$ cat config.mk
export PLATFORM = sky130hd
export DESIGN_NAME = mmio_console
export DESIGN_NICKNAME = d
export VERILOG_FILES = /design/src/rtl/mmio_console.sv
export SDC_FILE = /design/constraint.sdc
export NUM_CORES = 1
export LEC_CHECK = 0
export BUFFER_PORTS_ARGS = -buffer_cell sky130_fd_sc_hd__buf_2
export CAP_MARGIN = 20
export CORE_MARGIN = 2
export CORE_UTILIZATION = 55
export DETAILED_ROUTE_END_ITERATION = 10
export PLACE_DENSITY = 0.8
export REMOVE_ABC_BUFFERS = 1
export SYNTH_ARGS = -nofsm -noshare
export SYNTH_HDL_FRONTEND = slang
export SYNTH_SLANG_ARGS = --single-unit
$ cat constraint.sdc
create_clock -name clk -period 2.9 [get_ports clk]
set_clock_uncertainty 0.15 [all_clocks]
set_input_delay 0.29 -clock clk [delete_from_list [all_inputs] [get_ports clk]]
set_output_delay 0.29 -clock clk [all_outputs]
set_load 0.01 [all_outputs]
$ cat src/rtl/mmio_console.sv
// Memory-mapped console: CPU stores to a fixed window feed a small FIFO drained over valid/ready.
// Optional HALT register enabled by defining MMIO_CONSOLE_HALT_EN.
module mmio_console #(
    parameter int              n     = 32,
    parameter int              DEPTH = 4,
    parameter logic [n-1:0]    BASE  = 32'h0000_0100
) (
    input  logic         clk,
    input  logic         reset,
    input  logic         memwrite,
    input  logic [n-1:0] dataadr,
    input  logic [n-1:0] writedata,
    output logic [n-1:0] readdata,
    output logic         hit,
    output logic         out_valid,
    output logic [n-1:0] out_data,
    input  logic         out_ready,
    output logic         overflow,
    output logic         halt
);

    localparam int AW = $clog2(DEPTH);
    localparam int CW = $clog2(DEPTH + 1);

    logic [n-1:0]  r_mem [DEPTH];
    logic [AW-1:0] r_wr;
    logic [AW-1:0] r_rd;
    logic [CW-1:0] r_count;
    logic          r_overflow;

    logic w_sel_data;
    logic w_sel_stat;
    logic w_sel_ctrl;
    logic w_sel_halt;
    logic w_full;
    logic w_empty;
    logic w_push;
    logic w_pop;
    logic w_accept;

    assign w_sel_data = (dataadr == BASE);
    assign w_sel_stat = (dataadr == BASE + n'(4));
    assign w_sel_ctrl = (dataadr == BASE + n'(8));
`ifdef MMIO_CONSOLE_HALT_EN
    assign w_sel_halt = (dataadr == BASE + n'(12));
`else
    assign w_sel_halt = 1'b0;
`endif

    assign hit      = w_sel_data | w_sel_stat | w_sel_ctrl | w_sel_halt;
    assign w_full   = (r_count == CW'(DEPTH));
    assign w_empty  = (r_count == '0);
    assign w_push   = memwrite & w_sel_data;
    assign w_pop    = ~w_empty & out_ready;
    // A pop in the same cycle frees the slot, so a push into a full FIFO still lands.
    assign w_accept = w_push & (~w_full | w_pop);

    assign out_valid = ~w_empty;
    assign out_data  = r_mem[r_rd];
    assign overflow  = r_overflow;
    assign readdata  = w_sel_stat ? {{(n-CW-3){1'b0}}, r_overflow, w_full, w_empty, r_count} : '0;

    always_ff @(posedge clk or negedge reset) begin
        if (!reset) begin
            for (int unsigned i = 0; i < DEPTH; i++) r_mem[i] <= '0;
            r_wr       <= '0;
            r_rd       <= '0;
            r_count    <= '0;
            r_overflow <= 1'b0;
        end else begin
            if (w_accept) begin
                r_mem[r_wr] <= writedata;
                r_wr        <= r_wr + AW'(1);
            end
            if (w_pop) r_rd <= r_rd + AW'(1);
            case ({w_accept, w_pop})
                2'b10:   r_count <= r_count + CW'(1);
                2'b01:   r_count <= r_count - CW'(1);
                default: r_count <= r_count;
            endcase
            // Set has priority over a CTRL clear in the same cycle.
            if (w_push && w_full && !w_pop)      r_overflow <= 1'b1;
            else if (memwrite && w_sel_ctrl)     r_overflow <= 1'b0;
        end
    end

`ifdef MMIO_CONSOLE_HALT_EN
    logic r_halt;
    always_ff @(posedge clk or negedge reset) begin
        if (!reset)                      r_halt <= 1'b0;
        else if (memwrite && w_sel_halt) r_halt <= 1'b1;
    end
    assign halt = r_halt;
`else
    assign halt = 1'b0;
`endif

endmodule

# After elaboration in Yosys (flattened, before gate mapping)
# Index checks and enable logic that the tools add are counted.
# op_classes
addsub	4
order_cmp	3
eq_ne	6
n_mux	10
bitwise_logic	10
reduce_logical	8
# ops
operator	count
128-bit bitwise mux	1
32-bit by 9-bit == test with 1-bit output, second input constant	3
32-bit two-way mux	3
32-bit binary-select mux with 2-bit select	1
32-bit demux with 2-bit select	1
3-bit greater-or-equal comparator, second input constant	2
6-bit two-way mux	1
2-bit inverter with 3-bit output	2
3-bit case mux with 2 select lines	1
2-bit by 1-bit adder with 2-bit output, second input constant	2
1-bit logical AND	4
2-bit nonzero test	2
3-bit by 1-bit adder with 3-bit output, second input constant	1
1-bit AND	3
3-bit == test, second input constant	1
3-bit logical NOT	1
3-bit by 1-bit less-than comparator with 1-bit output, second input constant	1
1-bit OR	3
3-bit by 1-bit subtractor with 3-bit output, second input constant	1
2-bit by 1-bit == test with 1-bit output, second input constant	1
2-bit == test, second input constant	1
1-bit two-way mux	2
1-bit inverter	2
1-bit logical NOT	1
# totals
regBits	136
output_inout_bits	68
word_cells	49

# Logic depth before layout (Yosys ltp)
# Gate-level depths: netlist of the first run.
# logic_depth
ltp_word	7
mapped_depth	9
mapped_depth_nobuf	9

# Worst setup path before layout of the first run
# Ideal clock, no wire load.
# synth_timing
path_type	in2reg
startpoint	input dataadr[5]
endpoint	register r_count[2]
setup_ns	0.124
arrival_time_ns	2.390
path_slack_ns	0.236
cell_stages	8
cell_sequence	nor4_1 -> nand4_1 -> nor4_1 -> nor2_1 -> fa_1 -> nand2b_1 -> mux2i_1 -> a211o_1
# synth_via
elab_chain_cells	5
elab_cells_between_ends	7
cone_classes	eq/ne: 3; mux: 1; bitwise: 2; reduce/logical: 1
# synth_rtl
element	line_no	source
start: declaration	11	input logic [n-1:0] dataadr,
32-bit by 9-bit == test with 1-bit output (*)	41	assign w_sel_data = (dataadr == BASE);
1-bit AND (*)	53	assign w_push = memwrite & w_sel_data;
1-bit AND (*)	56	assign w_accept = w_push & (~w_full | w_pop);
2-bit by 1-bit == test with 1-bit output / 2-bit == test (equally long branches)	76	case ({w_accept, w_pop})
3-bit case mux with 2 select lines / 2-bit nonzero test (equally long branches)	--	
end signal: assignment	77	2'b10: r_count <= r_count + CW'(1);
end signal: assignment	78	2'b01: r_count <= r_count - CW'(1);
end signal: assignment	79	default: r_count <= r_count;
end: declaration	28	logic [CW-1:0] r_count;
# Mark *: on every way between the ends. The rest lies on a longest branch, timed or not.
# A chain may end at the register's enable or synchronous reset.

# Final worst setup path of the first run
# layout_timing
startpoint	input dataadr[1]
endpoint	output readdata[3]
# layout_via
elab_chain_cells	2
# layout_rtl
element	line_no	source
32-bit by 9-bit == test with 1-bit output	42	assign w_sel_stat = (dataadr == BASE + n'(4));
6-bit two-way mux	61	assign readdata = w_sel_stat ? {{(n-CW-3){1'b0}}, r_overflow, w_full, w_empty, r_count} : '0;
end: declaration	13	output logic [n-1:0] readdata,
# No other way between the ends.

==> key figures, run 1 <==
Setup path
  – Crit-path slowest cell: nor4b_1
  – Critical-path cell list: buf_2 -> nor4_1 -> nand4_1 -> buf_4 -> nor4b_1 -> buf_4 -> and3_1 -> buf_2
  – Reg2reg start: r_count[0]$_DFFE_PN0P_
  – Startpoint types: input pin
  – WP buf/inv: 4
  – WP data required: approximately 2.5 ns
  – CP peak stage delay: about 0.32 ns
  – Crit path from: dataadr[1]
  – Family with the most delay on the worst path: simple AND/OR/NAND/NOR gates
  – Crit Path Max Fanout: 6
  – CP endpoint kind: output pin
  – WS Path Type: input pin to output pin
  – CP arrival: about 2 ns

Yosys
  – Most frequent cell after synthesis: dfrtp_1
  – Ys flop type: dfrtp_1
  – Post-synth top cells: dfrtp_1, mux2_2, mux4_2
  – Synth unique cells: 37
  – Mapped Avg Cell Area: roughly 15 sq um
  – EDFF count, synth: 0
  – Yosys top cell area share: roughly 53%
  – Yosys reg bits: 136
  – Syn Inst Count: 416
  – Top post-synthesis cells by area: dfrtp_1, mux2_2, mux4_2
  – Post-Syn Area: 6440 sq um
  – Yosys warns: 0
  – Largest area contributor in the netlist: dfrtp_1
  – Seq/Total Area, Yosys: a little over half
  – Asr flop ratio synth: 100%

Die
  – # IOs: 136
  – Die X-Extent: 112 um
  – Rows: 39
  – Die height: 112 um
  – Initial Utilization: approximately 56%
  – Core ar.: 11400 sq um
  – Die ar.: between 10000 and 15000 sq um

Clocking
  – Post-CTS Setup Inserts: 0
  – CTS sink cnt: 136
  – TritonCTS Buffers: 17
  – Htree depth: 4
  – Clock Latency Late Sink: 0.40 ns
  – CTS tree: done
  – Worst-path clk slew: 0.06 ns
  – Post-CTS sizing: 0
  – CTS Root Cell: clkbuf_16
  – Deepest clock path buffer count: 2

GRT
  – First-pass GRT wire length: approximately 21000 um
  – Vias in the first global route: between 4000 and 5000
  – GRT Residual Overflow: 0
  – Largest net degree at the start of global routing: a little over 80
  – GRT Total Usage: approximately 22%
  – Initial antenna violation count: 0

STA
  – Slew @ Worst Pin: 0.731 ns
  – Setup violators final: 0
  – Setup Total Neg Slack: 0 ns
  – Max Slew Vio Count: 0
  – Final Critical Period: approximately 2.5 ns
  – Fmax: 407 MHz
  – RSZ-0062 raised after global routing: no
  – Final period util: 84.7%
  – Relative slew slack: 51.3%
  – Final hold vios: 0

Run status
  – Status: complete, no violations

Drt
  – Post-route DRC: 0
  – Drt wl/cell: 18.0 um
  – First-pass DRT Iterations: 4
  – Vias/cell: 5.54
  – Met3 WL: 606 um
  – Met1 WL: 5330 um
  – Via count: 3947
  – Routed WL: around 13000 um
  – Met2 wire len: 6740 um
  – Post-route ant nets: 0
  – Top sig layer: met4
  – Starting DRT DRC Count: 239

Power and ir drop
  – Pwr/cell area: 638 nW/um^2
  – VDD IR-drop max: 0.447 mV
  – Leak Pwr: a little over 4 nW
  – Total Power: roughly 5.0 mW

Final layout
  – Final std cells w/o fill: 713
  – Fillers: 759
  – Layout Nets: 630
  – Area delta synth->final: 22.6%
  – Final Util: 69.2%
  – Layout cells sized above 1: 57.0%
  – Diode count: 0

Place
  – Dpl hpwl: 8630 um
  – Placer Congestion: 0.737
  – Cells after DPL: 660
  – PortBufs: between 100 and 150

Run
  – Max Cap Violations: 0

Min path
  – Worst Hold Launch: writedata[10]
  – Worst hold path type: input pin to flop
-- kinds of logic (layout without fill, tap and decap cells) --
kind of cell | after synthesis | in the layout | synth area share [%]
xor gates and xnor gates | 4 | 4 | 0.544
buffers and inverters | 53 | 181 | 6.12
DFF | 136 | 136 | 52.8
AOI/OAI and AO/OA | 10 | 10 | 0.991
and+or+nand+nor | 45 | 45 | 4.49
other | 1 | 27 | 0.0582
muxes | 162 | 162 | 33.9
adders and majority gates | 5 | 5 | 1.09
-- power by group --
part | internal (mW) | total, mW | leakage (nW) | switching [mW]
logic | 0.362 | 0.725 | 1.93 | 0.362
registers | 1.94 | 2.05 | 1.88 | 0.115
clock network | 1.48 | 2.27 | 0.298 | 0.785
-- sequential cells by signal, indices dropped and copies added, names as in the netlist --
| register | cells |
|---|---|
| r_rd | 2 |
| r_count | 3 |
| r_mem | 128 |
| r_wr | 2 |
| overflow | 1 |
-- worst register-to-register path: stages, from the launching register on --
cell	delay, ns
dfrtp_1	0.49
or3_1	0.44
nand2_1	0.17
nor2_1	0.10
fa_1	0.41
nand2b_1	0.13
mux2i_1	0.10
a211o_1	0.30
-- stage by stage --
step | setup slack, ns | hold slack, ns | cell area (sq um)
final | 0.444 | 0.0197 | 7900
after global routing | 0.190 | 0.00930 | 7900
after CTS | 0.412 | 0.000539 | 7900
after detailed placement | 0.143 | 0.236 | 7060
after global placement | 0.284 | 0.220 | 7060
after floorplan | 0.158 | -0.156 | 6160
-- area by class of cell --
class | instances | area, sq um | share of cell area, %
Timing Repair Buffer | 146 | 922 | 11.7
Sequential cell | 136 | 3410 | 43.1
Clock buffer | 20 | 457 | 5.78
Clock inverter | 12 | 174 | 2.20
Inverter | 3 | 11.3 | 0.143
Multi-Input combinational cell | 253 | 2750 | 34.8
Tap cell | 143 | 179 | 2.26
-- path summary, 6_finish.rpt --
path | to | slack [ns] | depth (start not counted)
min in group asynchronous | r_mem[78]$_DFFE_PN0P_ | 0.35 | 2
max | readdata[3] | 0.44 | 8
max in group asynchronous | r_mem[100]$_DFFE_PN0P_ | 1.48 | 3
max reg2reg | r_count[2]$_DFFE_PN0P_ | 0.51 | 7
min reg2reg | r_mem[25]$_DFFE_PN0P_ | 0.35 | 1
min | r_mem[106]$_DFFE_PN0P_ | 0.02 | 2
-- what timing repair did --
item,in CTS,in global routing
hold buffers,21,0
setup endpoints to repair,0,0
endpoints found under the hold margin,130,0
-- layout by cell type (no fill, tap or decap), types with 4 or more instances in the layout --
cell,count
dfrtp_1,134
mux2_2,128
buf_2,107
mux4_2,32
conb_1,27
dlygate4sd3_1,21
clkbuf_16,17
buf_4,14
nor4_1,8
and2_1,4
nand2_2,4
xnor2_1,4
ha_1,4
clkinvlp_4,4
bufinv_16,4
-- layer usage --
| metal | track usage [%] | vias up |
|---|---|---|
| met3 | 5.51 | 16 |
| li1 | - | 1770 |
| met5 | 0 | - |
| met2 | 36.9 | 125 |
| met4 | 6.75 | 0 |
| met1 | 27.2 | 2036 |
(Power assumes the default switching activity.)
==> inputs of run 2 (changes only) <==
- clock period: 2.9 -> 2.5 ns (I/O delays scaled with it)
==> run 2 against run 1 <==
Net effect:
- routed wire length increased by 3.9%
- non-clock buffer count increased by 16
- clock power increased by 14%
- combinational power increased by 28%
- die area unchanged
- hold slack improved by 0.057 ns
- first-iteration DRC count increased by 1.3%
- largest power group unchanged
- highest routed layer unchanged
==> key figures, run 2 (synthesis results as in run 1) <==
Drt
  – Routed WL: approximately 13000 um
  – Vias/cell: roughly 5.5
  – Via count: 4000
  – First-pass DRT Iterations: 5
  – Post-route DRC: 0
  – Starting DRT DRC Count: 242
  – Post-route ant nets: 0
  – Drt wl/cell: roughly 18 um

GRT
  – Vias in the first global route: 4406
  – First-pass GRT wire length: 22000 um
  – GRT Total Usage: 22.5%
  – GRT Residual Overflow: 0
  – Initial antenna violation count: 0
  – Largest net degree at the start of global routing: 82

Clocking
  – Worst-path clk slew: 0.05 ns
  – Htree depth: 4
  – Deepest clock path buffer count: 2
  – Post-CTS Setup Inserts: 0
  – TritonCTS Buffers: 17
  – CTS tree: done
  – Clock Latency Late Sink: 0.41 ns
  – CTS Root Cell: clkbuf_16
  – CTS sink cnt: 136

Setup path
  – Crit path from: r_count[0]$_DFFE_PN0P_
  – WS Path Type: flop to flop
  – Worst reg2reg setup slack: a little over 0.2 ns
  – WP data required: around 2.7 ns
  – Reg2reg start: r_count[0]$_DFFE_PN0P_
  – Path depth of the worst reg2reg path: 8
  – CP endpoint kind: flop
  – FF-to-FF End: r_count[2]$_DFFE_PN0P_
  – CP peak stage delay: 0.44 ns
  – Critical-path cell list: or3_1 -> nand2_1 -> nor2_1 -> fa_1 -> nor2b_1 -> o21ai_0 -> mux2i_1 -> a211o_1
  – CP arrival: 2.50 ns
  – CP endpoint: r_count[2]$_DFFE_PN0P_
  – Crit-path slowest cell: dfrtp_1
  – Crit Path Max Fanout: 6
  – Startpoint types: flop

Die
  – Initial Utilization: 56.4%
  – Core ar.: approximately 11000 sq um
  – Rows: 39
  – # IOs: 136
  – Die height: 112 um
  – Die X-Extent: between 100 and 150 um
  – Die ar.: 12600 sq um

Place
  – Placed Area: 7120 sq um
  – PortBufs: roughly 110
  – Dpl hpwl: around 8500 um
  – Placer Congestion: 0.759

Min path
  – Hold Path Cell Cnt: 3
  – Worst hold path type: input pin to flop

Final layout
  – Diode count: 0
  – Layout cells sized above 1: 55.9%
  – Max reg flops: 128
  – Fillers: 745
  – Layout Nets: 646
  – Area delta synth->final: 25.4%
  – Leading cell type in the layout, fill and taps excluded: dfrtp_1
  – Most frequent cells in the layout: dfrtp_1, mux2_2, buf_2
  – Most flop-heavy register: r_mem
  – Final instance area: about 8100 sq um
  – Biggest registers after layout: r_mem x128, r_count x3

STA
  – Max Slew Vio Count: 0
  – Setup violators final: 0
  – Hold slack: 0.0770 ns
  – Final period util: 91.9%
  – Final hold vios: 0
  – RSZ-0062 raised after global routing: no
  – Fmax: 435 MHz
  – Final Critical Period: 2.30 ns

Run
  – Max Cap Violations: 0

Power and ir drop
  – Pwr/cell area: between 700 and 800 nW/um^2
  – Leak Pwr: roughly 4.2 nW
  – VDD IR-drop max: 0.491 mV
  – Total Power: 5.86 mW

Run status
  – Status: complete, no violations
run 2: area by class of cell:
class / instances / area [sq um] / share of cell area [%]
sequential: 136 / 3410 / 42.2
clock inverter: 8 / 118 / 1.46
multi-input combinational: 253 / 2750 / 34.1
tap: 143 / 179 / 2.22
clock buffer: 23 / 498 / 6.17
inverter: 3 / 11.3 / 0.139
timing repair buffer: 162 / 1110 / 13.8
run 2: repair_timing:
item,4_1_cts,5_1_grt
resized for setup,0,0
endpoints found under the setup margin,0,0
hold endpoints to repair,263,0
hold buffers,34,0
run 2: worst min-delay path by stage:
stage | slack (ns) | to | from
after detailed placement | -0.01 | r_mem[14]$_DFFE_PN0P_ | reset
after global routing | 0.09 | r_rd[0]$_DFFE_PN0P_ | out_ready
after CTS | 0.06 | r_rd[0]$_DFFE_PN0P_ | out_ready
after floorplan | -0.20 | overflow$_DFFE_PN0P_ | reset
after global placement | -0.02 | r_mem[14]$_DFFE_PN0P_ | reset
final | 0.08 | r_rd[0]$_DFFE_PN0P_ | out_ready
run 2: stage by stage:
| step | setup TNS, ns | instances | setup slack, ns | util, % |
|---|---|---|---|---|
| 2_1_floorplan | -26.16 | 392 | -0.202 | - |
| 3_3_place_gp | 0 | 663 | 0.0529 | 62.3 |
| 3_5_place_dp | -0.571 | 663 | -0.100 | 62.3 |
| 4_1_cts | 0 | 728 | 0.191 | 70.7 |
| 5_1_grt | 0 | 728 | 0.0395 | 70.7 |
| 6_report | 0 | 728 | 0.202 | 70.7 |
run 2: power breakdown:
part           switching [mW]  total, mW  leakage (nW)  internal, mW
Sequential              0.102       2.35          1.88          2.25
Clock                   0.892       2.58         0.305          1.69
Combinational           0.468      0.927          2.02         0.459
Total                    1.46       5.86          4.20          4.40
run 2: worst max-delay path: cells and delay by family (launching register included):
family,cells,cell delay [ns]
multiplexers,1,0.14
flip-flops,1,0.44
adder cells (fa/ha/maj),1,0.43
AND/OR/NAND/NOR,4,0.84
AO/OA/AOI/OAI,2,0.24
run 2: metal layers:
metal,share of wire (%),global-route usage [%]
met2,52,39.0
met1,42,28.2
met3,4.8,5.40
met4,1.3,6.91
met5,0,0
